[config.mk]
export PLATFORM = sky130hd
export DESIGN_NAME = mux_nto1_scan
export DESIGN_NICKNAME = d
export VERILOG_FILES = /design/src/rtl/mux_nto1_scan_pkg.sv /design/src/rtl/mux_nto1_scan_dwell_timer.sv /design/src/rtl/mux_nto1_scan.sv
export SDC_FILE = /design/constraint.sdc
export NUM_CORES = 1
export LEC_CHECK = 0
export ABC_AREA = 1
export BUFFER_PORTS_ARGS = -buffer_cell sky130_fd_sc_hd__buf_4
export CAP_MARGIN = 20
export CORE_MARGIN = 5
export CORE_UTILIZATION = 50
export CTS_BUF_LIST = sky130_fd_sc_hd__clkbuf_16
export CTS_CLUSTER_SIZE = 24
export DETAILED_ROUTE_END_ITERATION = 12
export PLACE_DENSITY = 0.71
export SYNTH_ARGS = -nofsm -noshare
export SYNTH_HDL_FRONTEND = slang
export SYNTH_HIERARCHICAL = 1
export SYNTH_SLANG_ARGS = --single-unit
[constraint.sdc]
create_clock -name Clock -period 4.7 [get_ports Clock]
set_clock_uncertainty 0.15 [all_clocks]
set_input_delay 0.94 -clock Clock [delete_from_list [all_inputs] [get_ports Clock]]
set_output_delay 0.94 -clock Clock [all_outputs]
set_load 0.01 [all_outputs]
[src/rtl/mux_nto1_scan_pkg.sv]
// Shared types and constants for the scanning N-to-1 multiplexer.
package mux_nto1_scan_pkg;

  typedef enum logic [1:0] {
    StManual = 2'd0,
    StScan   = 2'd1,
    StFrozen = 2'd2
  } state_e;

  localparam logic ModeManual = 1'b0;
  localparam logic ModeScan   = 1'b1;

endpackage

[src/rtl/mux_nto1_scan_dwell_timer.sv]
// Dwell counter: counts enabled cycles and strobes tick on the last cycle of each dwell period.
module mux_nto1_scan_dwell_timer #(
  parameter int unsigned DWELL = 50000000,
  parameter int unsigned CNT_W = 26
) (
  input  logic Clock,
  input  logic Resetn,
  input  logic clr,
  input  logic en,
  output logic tick
);

  localparam logic [CNT_W-1:0] LastCnt = CNT_W'(DWELL - 1);

  logic [CNT_W-1:0] cnt_q;

  assign tick = en && (cnt_q == LastCnt);

  // Clear has priority over counting; wrap to zero on the final dwell cycle.
  always_ff @(posedge Clock) begin
    if (!Resetn) begin
      cnt_q <= '0;
    end else if (clr) begin
      cnt_q <= '0;
    end else if (en) begin
      cnt_q <= tick ? '0 : cnt_q + CNT_W'(1);
    end
  end

endmodule

[src/rtl/mux_nto1_scan.sv]
// Registered N-to-1 multiplexer with manual select, round-robin scan and freeze.
module mux_nto1_scan
  import mux_nto1_scan_pkg::*;
#(
  parameter int unsigned WIDTH    = 4,
  parameter int unsigned CHANNELS = 4,
  parameter int unsigned DWELL    = 50000000,
  localparam int unsigned SEL_W   = (CHANNELS > 2) ? $clog2(CHANNELS) : 1,
  localparam int unsigned CNT_W   = (DWELL > 2) ? $clog2(DWELL) : 1
) (
  input  logic                      Clock,
  input  logic                      Resetn,
  input  logic [CHANNELS*WIDTH-1:0] data_in,
  input  logic [SEL_W-1:0]          sel_in,
  input  logic                      mode,
  input  logic                      hold,
  output logic [WIDTH-1:0]          data_out,
  output logic [SEL_W-1:0]          chan_out,
  output logic                      switch_pulse
);

  // One extra bit so the range check also works when CHANNELS is a power of two.
  localparam logic [SEL_W:0]   ChanLim  = (SEL_W + 1)'(CHANNELS);
  localparam logic [SEL_W-1:0] ChanLast = SEL_W'(CHANNELS - 1);

  state_e           state_q, state_d;
  logic [SEL_W-1:0] chan_q, chan_d, chan_inc;
  logic [WIDTH-1:0] data_q, sel_data;
  logic             pulse_q;
  logic             cnt_clr, scan_en, tick;

  mux_nto1_scan_dwell_timer #(
    .DWELL (DWELL),
    .CNT_W (CNT_W)
  ) u_dwell_timer (
    .Clock  (Clock),
    .Resetn (Resetn),
    .clr    (cnt_clr),
    .en     (scan_en),
    .tick   (tick)
  );

  assign chan_inc = (chan_q == ChanLast) ? '0 : chan_q + SEL_W'(1);

  // Next state and next channel; hold overrides any mode change.
  always_comb begin
    state_d = state_q;
    chan_d  = chan_q;
    cnt_clr = 1'b0;
    scan_en = 1'b0;
    if (hold) begin
      state_d = StFrozen;
    end else if (mode == ModeScan) begin
      state_d = StScan;
      if (state_q == StManual) begin
        // Fresh scan entry: restart the dwell from the current channel.
        cnt_clr = 1'b1;
      end else begin
        // Running scan, or release from freeze resuming mid-dwell.
        scan_en = 1'b1;
        if (tick) chan_d = chan_inc;
      end
    end else begin
      state_d = StManual;
      if ({1'b0, sel_in} < ChanLim) chan_d = sel_in;
    end
  end

  // Data for the channel that will be shown after this edge.
  always_comb begin
    sel_data = '0;
    for (int unsigned k = 0; k < CHANNELS; k++) begin
      if (chan_d == SEL_W'(k)) sel_data = data_in[k*WIDTH +: WIDTH];
    end
  end

  // FSM state plus registered channel, data and switch strobe updated together.
  always_ff @(posedge Clock) begin
    if (!Resetn) begin
      state_q <= StManual;
      chan_q  <= '0;
      data_q  <= '0;
      pulse_q <= 1'b0;
    end else begin
      state_q <= state_d;
      pulse_q <= !hold && (chan_d != chan_q);
      if (!hold) begin
        chan_q <= chan_d;
        data_q <= sel_data;
      end
    end
  end

  assign data_out     = data_q;
  assign chan_out     = chan_q;
  assign switch_pulse = pulse_q;

endmodule

### Word-level counts from Yosys, hierarchy flattened

Cells that the tools add are included.

| word-level totals | value |
|---|---|
| bits in registers | 35 |
| latch bits | 0 |
| memory bits (writable) | 0 |
| ROM bits | 0 |
| input bits | 22 |
| word-level logic and storage cells | 40 |
| memories kept | 0 |

| cells by class | value |
|---|---|
| $add $sub $neg | 2 |
| multipliers | 0 |
| div/mod/pow operators | 0 |
| magnitude comparators | 0 |
| equality and inequality tests | 6 |
| shifts and indexed selects | 0 |
| muxes and demuxes | 18 |
| bitwise logic cells | 1 |
| reductions and logical operators | 7 |

Operators by type and width:

| cell | count |
|---|---|
| $add A26 B1 Y26 const B | 1 |
| $eq A26 B26 Y1 const B | 1 |
| $mux W26 | 1 |
| $mux W4 | 4 |
| $mux W2 | 6 |
| $mux W1 | 7 |
| $eq A2 B2 Y1 const B | 3 |
| $logic_not A2 Y1 | 2 |
| $reduce_or A2 Y1 | 2 |
| $add A2 B1 Y2 const B | 1 |
| $eq A2 B1 Y1 const B | 1 |
| $logic_and A1 B1 Y1 | 2 |
| $ne A2 B2 Y1 | 1 |
| $logic_not A1 Y1 | 1 |
| $not A1 Y1 | 1 |

### Depth between registers and ports, before layout

Gate-level depths: netlist of run 1.

| logic depth | value |
|---|---|
| word-level depth | 14 |
| gate-level depth with buffers | 21 |
| mapped depth without buffers | 19 |

### Hierarchy

Netlist of run 1, hierarchy kept.

Modules (own cells, without submodules):

| module | instances | cells each | area each (um^2) | seq. area each (um^2) |
|---|---|---|---|---|
| mux_nto1_scan_dwell_timer | 1 | 228 | 1458.9 | 520.5 |
| mux_nto1_scan | 1 | 98 | 646.9 | 180.2 |

### Least setup slack after synthesis of run 1

No wires, ideal clock.

| timing | value |
|---|---|
| path type | input to register |
| start | in hold |
| end | reg pulse_q (netlist: switch_pulse) |
| library setup time | 0.113 ns |
| data arrival time | 2.599 ns |
| slack | 1.839 ns |
| stages on the path | 19 |
| cell sequence | inv_2 -> nand2_1 -> a21oi_1 -> buf_4 -> nand2_1 -> inv_1 -> nand2_1 -> nor2_1 -> nand2_2 -> nor2_2 -> o21ai_1 -> nand2_1 -> nand3_2 -> nand2_2 -> nand2_4 -> buf_12 -> xor2_2 -> nor2_1 -> nor2_1 |

| between the ends | value |
|---|---|
| longest elaborated chain between the ends | 8 |

RTL lines:

| element | RTL line | source |
|---|---|---|
| start: declaration | mux_nto1_scan.sv:16 | `input logic hold,` |
| $mux W1 | mux_nto1_scan.sv:51 | `if (hold) begin` |
| net scan_en | mux_nto1_scan.sv:30 | `logic cnt_clr, scan_en, tick;` |
| $logic_and A1 B1 Y1 | mux_nto1_scan_dwell_timer.sv:17 | `assign tick = en && (cnt_q == LastCnt);` |
| net tick | mux_nto1_scan.sv:30 |  |
| $mux W2 | mux_nto1_scan.sv:61 | `if (tick) chan_d = chan_inc;` |
| $mux W2 | mux_nto1_scan.sv:55 | `if (state_q == StManual) begin` |
| $mux W2 | mux_nto1_scan.sv:53 | `end else if (mode == ModeScan) begin` |
| $mux W2 | mux_nto1_scan.sv:51 |  |
| $ne A2 B2 Y1 | mux_nto1_scan.sv:86 | `pulse_q <= !hold && (chan_d != chan_q);` |
| $logic_and A1 B1 Y1 | mux_nto1_scan.sv:86 |  |
| end signal: assignment | mux_nto1_scan.sv:86 |  |
| end: declaration | mux_nto1_scan.sv:29 | `logic pulse_q;` |

The timed path passes the listed nets, and every way through them passes these cells.
A chain may end at the register's enable or synchronous reset.

### Worst setup path in the final report of run 1

| timing | value |
|---|---|
| start | in hold |
| end | reg data_q[1] (netlist: data_out[1]) |

| between the ends | value |
|---|---|
| longest elaborated chain between the ends | 11 |

RTL lines:

| element | RTL line | source |
|---|---|---|
| $mux W1 * | mux_nto1_scan.sv:51 |  |
| net scan_en | mux_nto1_scan.sv:30 |  |
| $logic_and A1 B1 Y1 * | mux_nto1_scan_dwell_timer.sv:17 |  |
| net tick | mux_nto1_scan.sv:30 |  |
| $mux W2 * | mux_nto1_scan.sv:61 |  |
| $mux W2 * | mux_nto1_scan.sv:55 |  |
| $mux W2 * | mux_nto1_scan.sv:53 |  |
| $mux W2 * | mux_nto1_scan.sv:51 |  |
| $logic_not A2 Y1 | mux_nto1_scan.sv:73 | `if (chan_d == SEL_W'(k)) sel_data = data_in[k*WIDTH +: WIDTH];` |
| $mux W4 (3 in a row) | mux_nto1_scan.sv:73 |  |
| $mux W4 * | mux_nto1_scan.sv:73 |  |
| end signal: assignment | mux_nto1_scan.sv:89 | `data_q <= sel_data;` |
| end: declaration | mux_nto1_scan.sv:28 | `logic [WIDTH-1:0] data_q, sel_data;` |

The timed path passes the listed nets; every way through them passes the cells marked *.

==> flow_metrics.env, run 1 <==
export IMPL_holdCritPathClass="reg -> reg"
export IMPL_dr_pass1_iters=5
export IMPL_clock_sinks=35
export IMPL_post_place_ws_ns=1.43
export IMPL_grt_overflow=0
export IMPL_cts_root_buf="clkbuf_16"
export IMPL_relSlewSlack_pct=73.4
export IMPL_grt_max_degree=14
export IMPL_synth_cell_types=26
export IMPL_drcViolationCount=0
export IMPL_synth_top_cell_by_area="dfxtp_1"
export IMPL_io_pins=29
export IMPL_cp_slowest_stage_delay_ns=0.21
export IMPL_tightest_slew_ns=0.398
export IMPL_yosysMostFrequentCell="nand2_1"
export IMPL_crit_fanout=13
export IMPL_syn_cell_area_um2=2110
export IMPL_finalHoldViolations=0
export IMPL_worstPathArrival_ns=3.02
export IMPL_crit_path_end_kind="flop"
export IMPL_synth_top_area_share_pct=33.3
export IMPL_drv_cap=0
export IMPL_peakVddDrop_mv=0.235
export IMPL_start_util_pct=52.3
export IMPL_io_buffers=28
export IMPL_die_y_um=74.9
export IMPL_diodes=0
export IMPL_rows=23
export IMPL_dieArea_um2=5610
export IMPL_cpMostUsedCell="nand2_1"
export IMPL_grt_first_pass_wirelength_um=7580
export IMPL_grt_pass1_vias=1744
export IMPL_startpoint_type="input pin"
export IMPL_clk_pin_slew_ns=0.05
export IMPL_clk_latency_ns=0.27
export IMPL_ctsHoldBuffers=0
export IMPL_cp_required_ns=4.72
export IMPL_hpwl_um=3690
export IMPL_h_tree_depth=2
export IMPL_status="finished, final reports clean"
export IMPL_worstPathCellList="buf_4, inv_2, nand2_1, a21oi_1, buf_4, nand2_1, inv_1, nand2_1, nor2_1, nand2_2, nor2_2, o21ai_1, nand2_1, nand3_2, nand2_2, nand2_4, nor2_4, a21oi_1, nand2_1, nand2_1"
export IMPL_fill_cells=430
export IMPL_track_usage_pct=17.3
export IMPL_gp_congestion=0.903
export IMPL_synth_avg_cell_area_um2=6.46
export IMPL_cts_buffer_depth=2
export IMPL_ys_warn_count=6
export IMPL_wl_um=4630
export IMPL_leakagePower_nw=1.04
export IMPL_coreArea_um2=4030
export IMPL_period_needed_ns=3.00
export IMPL_syn_nets=350
export IMPL_maxSlewViolCount=0
export IMPL_max_freq_ghz=0.333
export IMPL_dieWidth_um=74.9
export IMPL_cts_tree="built"
export IMPL_synth_area_leaders="dfxtp_1, nand2_1, nor2_1"
export IMPL_viasPerCell=4.87
export IMPL_synth_edf_count=0
export IMPL_total_power_mw=0.707
export IMPL_fin_hold_ws_ns=0.306
export IMPL_drt_iter0_drc=118
export IMPL_fin_crit_sh_pct=63.8
export IMPL_post_cts_buffers=0
export IMPL_rsz0062_at_grt="false"
export IMPL_synth_seq_cells=35
export IMPL_drive_above_1_share_pct=21.1
export IMPL_antenna_found_initial=0
export IMPL_syn2layout_area_growth_pct=18.5
export IMPL_wl_per_cell_um=11.3
export IMPL_synthArstFlopShare_pct=0
export IMPL_ys_flop_type="dfxtp_1"
export IMPL_final_net_count=383
export IMPL_num_vias=1996
export IMPL_power_density_nw_per_um2=283
export IMPL_layout_setup_ws_ns=1.70
export IMPL_synthCells=326
export IMPL_setup_tns_ns=0
export IMPL_setup_violations=0
export IMPL_ant_nets=0
export IMPL_cts_resized=0
export IMPL_ys_top_cells_by_count="nand2_1, nor2_1, inv_1"
export IMPL_crit_type="in -> reg"
export IMPL_cts_inserted_buffers=5
export IMPL_slowest_stage="nor2_4"
export IMPL_synth_seq_area_share_pct=33.3
[final cells by class]
cell class | instances | area [µm²] | area share (%)
clock buffer | 5 | 125 | 5.01
clock inverter | 3 | 20.0 | 0.802
inverter | 45 | 169 | 6.77
multi-input combinational | 243 | 1200 | 48.1
sequential | 35 | 701 | 28.1
tap | 50 | 62.6 | 2.51
timing repair buffer | 29 | 218 | 8.72
[metal layers]
layer  up-vias  part of all wire [%]  wire [µm]  global-route usage, %
li1       1068                     -          -                      -
met5         -                     0          0                      0
met1       874                    49       2270                   22.9
met3         6                   5.3        246                   4.81
met4         0                  0.54         25                   3.56
met2        48                    45       2090                   28.1
[sequential cells by signal, indices dropped and copies added (netlist names)]
signal / cells
u_dwell_timer/cnt_q: 26
state_q: 2
switch_pulse: 1
data_out: 4
chan_out: 2
[layout by cell type (no fill, tap or decap)]
cell / n
a21oi_1: 11
a21oi_4: 1
and2_1: 1
buf_4: 29
clkbuf_16: 5
clkinv_2: 1
clkinvlp_4: 2
dfxtp_1: 35
ha_1: 2
inv_1: 37
inv_2: 8
nand2_1: 80
nand2_2: 6
nand2_4: 2
nand3_1: 34
nand3_2: 2
nand4_1: 1
nor2_1: 65
nor2_2: 11
nor2_4: 6
nor3_1: 3
o21ai_0: 6
o21ai_1: 1
o21bai_4: 1
or2_2: 1
xnor2_1: 4
xor2_1: 4
xor2_2: 1
[cells by family after synthesis]
group	share of synthesized area [%]
simple gates	45.8
buf+inv	9.68
flops	33.3
compound gates	5.94
xor+xnor	4.10
fa+ha+maj	1.19
[report_power, final]
part | internal [mW] | switching (mW) | total (mW)
Clock | 0.195 | 0.123 | 0.317
Sequential | 0.304 | 0.00487 | 0.308
Combinational | 0.0357 | 0.0453 | 0.0809
Total | 0.534 | 0.173 | 0.707
[final timing paths]
kind                             from                        to  slack, ns  cells past startpoint
max                              hold  data_out[1]$_SDFFE_PN0N_       1.70                     20
min          data_out[0]$_SDFFE_PN0N_  data_out[0]$_SDFFE_PN0N_       0.31                      2
max reg2reg     state_q[0]$_SDFF_PP0_  data_out[1]$_SDFFE_PN0N_       2.28                     18
min reg2reg  data_out[0]$_SDFFE_PN0N_  data_out[0]$_SDFFE_PN0N_       0.31                      2
[through the flow]
step / util [%] / cells / instance area (µm²)
3_3_place_gp: 58.4 / 402 / 2350
2_1_floorplan: - / 326 / 2110
3_5_place_dp: 58.4 / 402 / 2350
5_1_grt: 62.0 / 410 / 2500
4_1_cts: 62.0 / 410 / 2500
6_report: 62.0 / 410 / 2500
[worst max-delay path: cells and delay by family]
family,cells,cell delay (ns)
compound gates,3,0.34
simple gates,13,1.26
buf+inv,4,0.47
No activity file was read; power rests on OpenSTA's default activity.
==> inputs of run 2 (changes only) <==
--- a/config.mk
+++ b/config.mk
@@ -13,7 +13,7 @@
 export CTS_BUF_LIST = sky130_fd_sc_hd__clkbuf_16
 export CTS_CLUSTER_SIZE = 24
 export DETAILED_ROUTE_END_ITERATION = 12
-export PLACE_DENSITY = 0.71
+export PLACE_DENSITY = 0.74
 export SYNTH_ARGS = -nofsm -noshare
 export SYNTH_HDL_FRONTEND = slang
 export SYNTH_HIERARCHICAL = 1
==> constraint.sdc (replaced) <==
create_clock -name Clock -period 2.7 [get_ports Clock]
set_clock_uncertainty 0.15 [all_clocks]
set_input_delay 0.54 -clock Clock [delete_from_list [all_inputs] [get_ports Clock]]
set_output_delay 0.54 -clock Clock [all_outputs]
set_load 0.01 [all_outputs]
==> run 2 against run 1 <==
Net effect: sequential power is 74% higher; flip-flop and latch count stayed put; total power is 72% higher; critical endpoint unchanged.
==> flow_metrics.env, run 2 (synthesis gave the netlist of run 1 again) <==
export IMPL_status="finished, final reports clean"
export IMPL_coreArea_um2=4030
export IMPL_ctsHoldBuffers=0
export IMPL_layout_setup_ws_ns=0.314
export IMPL_post_cts_buffers=0
export IMPL_setup_violations=0
export IMPL_post_place_ws_ns=0.0103
export IMPL_viasPerCell=4.97
export IMPL_met2_length_um=2140
export IMPL_grt_first_pass_wirelength_um=7890
export IMPL_cp_slowest_stage_delay_ns=0.21
export IMPL_period_needed_ns=2.39
export IMPL_drive_above_1_share_pct=20.5
export IMPL_cts_resized=0
export IMPL_startpoint_type="input pin"
export IMPL_worstPathArrival_ns=2.41
export IMPL_antenna_found_initial=0
export IMPL_dieArea_um2=5610
export IMPL_drt_iter0_drc=91
export IMPL_crit_type="in -> reg"
export IMPL_r2r_start="u_dwell_timer/cnt_q[0]$_SDFFE_PP0P_"
export IMPL_cts_tree="built"
export IMPL_crit_fanout=13
export IMPL_io_pins=29
export IMPL_worstPathCellList="buf_4, inv_2, nand2_1, a21oi_1, nand2_1, inv_1, nand2_1, nor2_1, nand2_2, nor2_2, o21ai_1, nand2_1, nand3_2, nand2_2, nand2_4, nor2_4, a21oi_1, nand2_1, nand2_1"
export IMPL_multi_input_area_um2=1200
export IMPL_fin_crit_sh_pct=88.4
export IMPL_critPathLaunch="hold"
export IMPL_fill_cells=401
export IMPL_total_power_mw=1.21
export IMPL_relSlewSlack_pct=72.8
export IMPL_path_buf_inv=3
export IMPL_hpwl_um=3730
export IMPL_finalHoldViolations=0
export IMPL_tightest_slew_ns=0.408
export IMPL_gp_congestion=0.917
export IMPL_track_usage_pct=18.4
export IMPL_h_tree_depth=2
export IMPL_path_delay_family="simple AND/OR/NAND/NOR gates"
export IMPL_utilization_pct=61.9
export IMPL_rsz0062_at_grt="false"
export IMPL_cts_buffer_depth=2
export IMPL_slowest_stage="nor2_4"
export IMPL_clock_sinks=35
export IMPL_grt_overflow=0
export IMPL_wl_um=4700
export IMPL_leakagePower_nw=1.05
export IMPL_start_util_pct=52.3
export IMPL_crit_cells=19
export IMPL_grt_pass1_vias=1894
export IMPL_grt_max_degree=14
export IMPL_cpMostUsedCell="nand2_1"
export IMPL_dpl_cell_area_um2=2360
export IMPL_r2r_setup_slack_ns=0.33
export IMPL_seqCellArea_um2=701
export IMPL_power_density_nw_per_um2=486
export IMPL_peakVddDrop_mv=0.252
export IMPL_die_y_um=74.9
export IMPL_wl_per_cell_um=11.4
export IMPL_clk_latency_ns=0.28
export IMPL_dr_pass1_iters=4
export IMPL_timing_rr_end="data_out[1]$_SDFFE_PN0N_"
export IMPL_met1_length_um=2270
export IMPL_rr_worst_depth=14
export IMPL_layout_commonest_cell="nand2_1"
export IMPL_cts_root_buf="clkbuf_16"
export IMPL_setup_tns_ns=0
export IMPL_max_freq_ghz=0.419
export IMPL_num_vias=2043
export IMPL_maxSlewViolCount=0
export IMPL_wl_met3_um=198
export IMPL_final_cell_area_um2=2490
export IMPL_holdCritPathClass="reg -> reg"
export IMPL_drcViolationCount=0
export IMPL_cp_required_ns=2.73
export IMPL_final_net_count=384
export IMPL_endpoint="data_out[1]$_SDFFE_PN0N_"
export IMPL_cts_inserted_buffers=5
export IMPL_diodes=0
export IMPL_regMostFlops="u_dwell_timer/cnt_q"
export IMPL_clk_pin_slew_ns=0.05
export IMPL_ant_nets=0
export IMPL_drv_cap=0
export IMPL_io_buffers=28
export IMPL_rows=23
export IMPL_dieWidth_um=74.9
export IMPL_largest_reg_flops=26
export IMPL_syn2layout_area_growth_pct=18.5
export IMPL_crit_path_end_kind="flop"
export IMPL_mostFrequentLayoutCells="nand2_1, nor2_1, inv_1, dfxtp_1, nand3_1"
export IMPL_maxUsedRoutingLayer="met4"
-- run 2: stage by stage --
stage	hold WS (ns)	instances
CTS	0.308	411
detailed placement	0.296	403
floorplan	0.324	326
global placement	0.297	403
global route	0.346	411
finish	0.306	411
-- run 2: worst min-delay path by stage --
stage / from / end / cells after the start
detailed placement: data_out[3]$_SDFFE_PN0N_ / data_out[3]$_SDFFE_PN0N_ / 2
floorplan: data_out[0]$_SDFFE_PN0N_ / data_out[0]$_SDFFE_PN0N_ / 2
global route: data_out[3]$_SDFFE_PN0N_ / data_out[3]$_SDFFE_PN0N_ / 2
finish: data_out[3]$_SDFFE_PN0N_ / data_out[3]$_SDFFE_PN0N_ / 2
CTS: data_out[3]$_SDFFE_PN0N_ / data_out[3]$_SDFFE_PN0N_ / 2
global placement: data_out[3]$_SDFFE_PN0N_ / data_out[3]$_SDFFE_PN0N_ / 2
-- run 2: where the power goes --
group          internal (mW)  total, mW  switching (mW)
registers              0.529      0.537         0.00854
clock network          0.331      0.532           0.201
logic                 0.0631      0.143          0.0799
-- run 2: cell type report --
class | instances | area share (%)
flip-flops and latches | 35 | 28.1
clock buffers | 5 | 5.02
multi-input cells | 243 | 48.1
repair buffers | 30 | 9.03
inverters | 45 | 6.77
clock inverters | 3 | 0.451
well taps | 50 | 2.51
-- run 2: worst reg2reg max path, stage by stage (launching register included) --
cell     delay, ns
dfxtp_1       0.37
ha_1          0.21
inv_1         0.05
nor2_1        0.17
nand3_1       0.19
nor2_2        0.23
o21ai_1       0.12
nand2_1       0.09
nand3_2       0.08
nand2_2       0.08
nand2_4       0.12
nor2_4        0.21
a21oi_1       0.10
nand2_1       0.07
nand2_1       0.04
-- run 2: layer usage --
metal | up-vias | global-route usage, %
li1 | 1071 | -
met1 | 926 | 23.3
met2 | 38 | 29.8
met3 | 8 | 4.81
met4 | 0 | 7.71
met5 | - | 0
==> inputs of run 3 (changes only) <==
--- a/config.mk
+++ b/config.mk
@@ -13,7 +13,7 @@
 export CTS_BUF_LIST = sky130_fd_sc_hd__clkbuf_16
 export CTS_CLUSTER_SIZE = 24
 export DETAILED_ROUTE_END_ITERATION = 12
-export PLACE_DENSITY = 0.74
+export PLACE_DENSITY = 0.77
 export SYNTH_ARGS = -nofsm -noshare
 export SYNTH_HDL_FRONTEND = slang
 export SYNTH_HIERARCHICAL = 1
==> run 3 against run 2 <==
Net effect: core utilization grew 0.68 points; sequential power hardly changed; global-route usage increased by 0.11 points; via count down 1.1%; cell count is the same; critical path depth unchanged; die area unchanged; critical endpoint is now data_out[2]$_SDFFE_PN0N_; clock power rose by 20%; flip-flop and latch count stayed put; register-to-register slack better by 0.10 ns; highest routed layer unchanged; combinational power is essentially flat; routed wire length decreased by 4.5%.
==> flow_metrics.env, run 3 (synthesis gave the netlist of run 1 again) <==
export IMPL_cts_buffer_depth=2
export IMPL_maxSlewViolCount=0
export IMPL_viasPerCell=4.91
export IMPL_worstPathArrival_ns=2.41
export IMPL_setup_violations=0
export IMPL_setup_tns_ns=0
export IMPL_fin_hold_ws_ns=0.307
export IMPL_num_vias=2020
export IMPL_dieWidth_um=74.9
export IMPL_grt_max_degree=14
export IMPL_syn2layout_area_growth_pct=19.8
export IMPL_status="finished, final reports clean"
export IMPL_io_pins=29
export IMPL_holdCritPathClass="reg -> reg"
export IMPL_rows=23
export IMPL_cts_tree="built"
export IMPL_rsz0062_at_grt="false"
export IMPL_grt_overflow=0
export IMPL_ctsHoldBuffers=0
export IMPL_relSlewSlack_pct=73.7
export IMPL_drt_iter0_drc=96
export IMPL_start_util_pct=52.3
export IMPL_final_net_count=384
export IMPL_coreArea_um2=4030
export IMPL_die_y_um=74.9
export IMPL_dieArea_um2=5610
export IMPL_cp_required_ns=2.73
export IMPL_hpwl_um=3550
export IMPL_dpl_cell_area_um2=2360
export IMPL_max_freq_ghz=0.420
export IMPL_drv_cap=0
export IMPL_total_power_mw=1.32
export IMPL_leakagePower_nw=1.06
export IMPL_largest_reg_flops=26
export IMPL_track_usage_pct=18.6
export IMPL_regMostFlops="u_dwell_timer/cnt_q"
export IMPL_power_density_nw_per_um2=523
export IMPL_cts_inserted_buffers=5
export IMPL_antenna_found_initial=0
export IMPL_io_buffers=28
export IMPL_clk_pin_slew_ns=0.06
export IMPL_final_cell_area_um2=2520
export IMPL_layout_commonest_cell="nand2_1"
export IMPL_dr_pass1_iters=4
export IMPL_cts_root_buf="clkbuf_16"
export IMPL_gp_congestion=0.931
export IMPL_grt_first_pass_wirelength_um=8000
export IMPL_diodes=0
export IMPL_grt_pass1_vias=1885
export IMPL_tightest_slew_ns=0.391
export IMPL_crit_path_end_kind="flop"
export IMPL_startpoint_type="input pin"
export IMPL_peakVddDrop_mv=0.249
export IMPL_crit_type="in -> reg"
export IMPL_ant_nets=0
export IMPL_crit_fanout=8
export IMPL_clock_sinks=35
export IMPL_wl_um=4490
export IMPL_wl_per_cell_um=10.9
export IMPL_mostFrequentLayoutCells="nand2_1, nor2_1, inv_1, dfxtp_1, nand3_1"
export IMPL_finalHoldViolations=0
export IMPL_fill_cells=382
export IMPL_period_needed_ns=2.38
export IMPL_drcViolationCount=0
export IMPL_post_cts_buffers=0
export IMPL_h_tree_depth=2
export IMPL_fin_crit_sh_pct=88.2
export IMPL_clk_latency_ns=0.28
export IMPL_cts_resized=0
export IMPL_drive_above_1_share_pct=21.1
-- run 3: changes by cell type in the layout (fill, tap and decap cells not counted), sizes merged --
| cell | previous run | this run |
|---|---|---|
| bufinv | 0 | 1 |
| inv | 46 | 45 |
-- run 3: final timing paths --
kind                            startpoint                  endpoint  slack, ns  cells past startpoint
setup / recovery                      hold  data_out[2]$_SDFFE_PN0N_       0.32                     19
hold / removal    data_out[3]$_SDFFE_PN0N_  data_out[3]$_SDFFE_PN0N_       0.31                      2
setup reg to reg     state_q[0]$_SDFF_PP0_  data_out[2]$_SDFFE_PN0N_       0.43                     17
hold reg to reg   data_out[3]$_SDFFE_PN0N_  data_out[3]$_SDFFE_PN0N_       0.31                      2
-- run 3: worst max-delay path, cell delays in order --
cell and delay [ns]:
buf_4 0.13, inv_2 0.05, nand2_1 0.06, a21oi_1 0.19, nand2_1 0.09, inv_1 0.06, nand2_1 0.05, nor2_1 0.12
nand2_2 0.09, nor2_2 0.17, o21ai_1 0.12, nand2_1 0.07, nand3_1 0.06, nand2_1 0.11, nand2_4 0.11, nor2_4 0.19
a21oi_1 0.09, nand2_1 0.07, nand2_1 0.04
-- run 3: routing by layer --
layer / up-vias / global-route usage (%) / share of wire, %
met1: 895 / 23.9 / 48
met4: 0 / 6.13 / 1.4
met3: 7 / 5.07 / 6.0
li1: 1073 / - / -
met5: - / 0 / 0
met2: 45 / 30.0 / 45
-- run 3: metrics by stage --
| step | utilization [%] | worst slack, ns | cells |
|---|---|---|---|
| final | 62.6 | 0.318 | 411 |
| after global routing | 62.6 | 0.0150 | 411 |
| after CTS | 62.6 | 0.289 | 411 |
| after detailed placement | 58.5 | 0.0228 | 403 |
| after global placement | 58.5 | 0.130 | 403 |
| after floorplan | - | 0.239 | 326 |
-- run 3: where the power goes --
group / leakage (nW) / internal, mW / switching, mW
sequential: 0.284 / 0.529 / 0.00841
combinational: 0.698 / 0.0630 / 0.0794
clock: 0.0812 / 0.430 / 0.210
-- run 3: area by class of cell --
cell class	instances	area [µm²]	share of cell area, %
multi-input cells	243	1200	47.6
well taps	50	62.6	2.48
repair buffers	30	225	8.93
clock inverters	3	38.8	1.54
clock buffers	5	125	4.96
flip-flops and latches	35	701	27.8
inverters	45	169	6.70
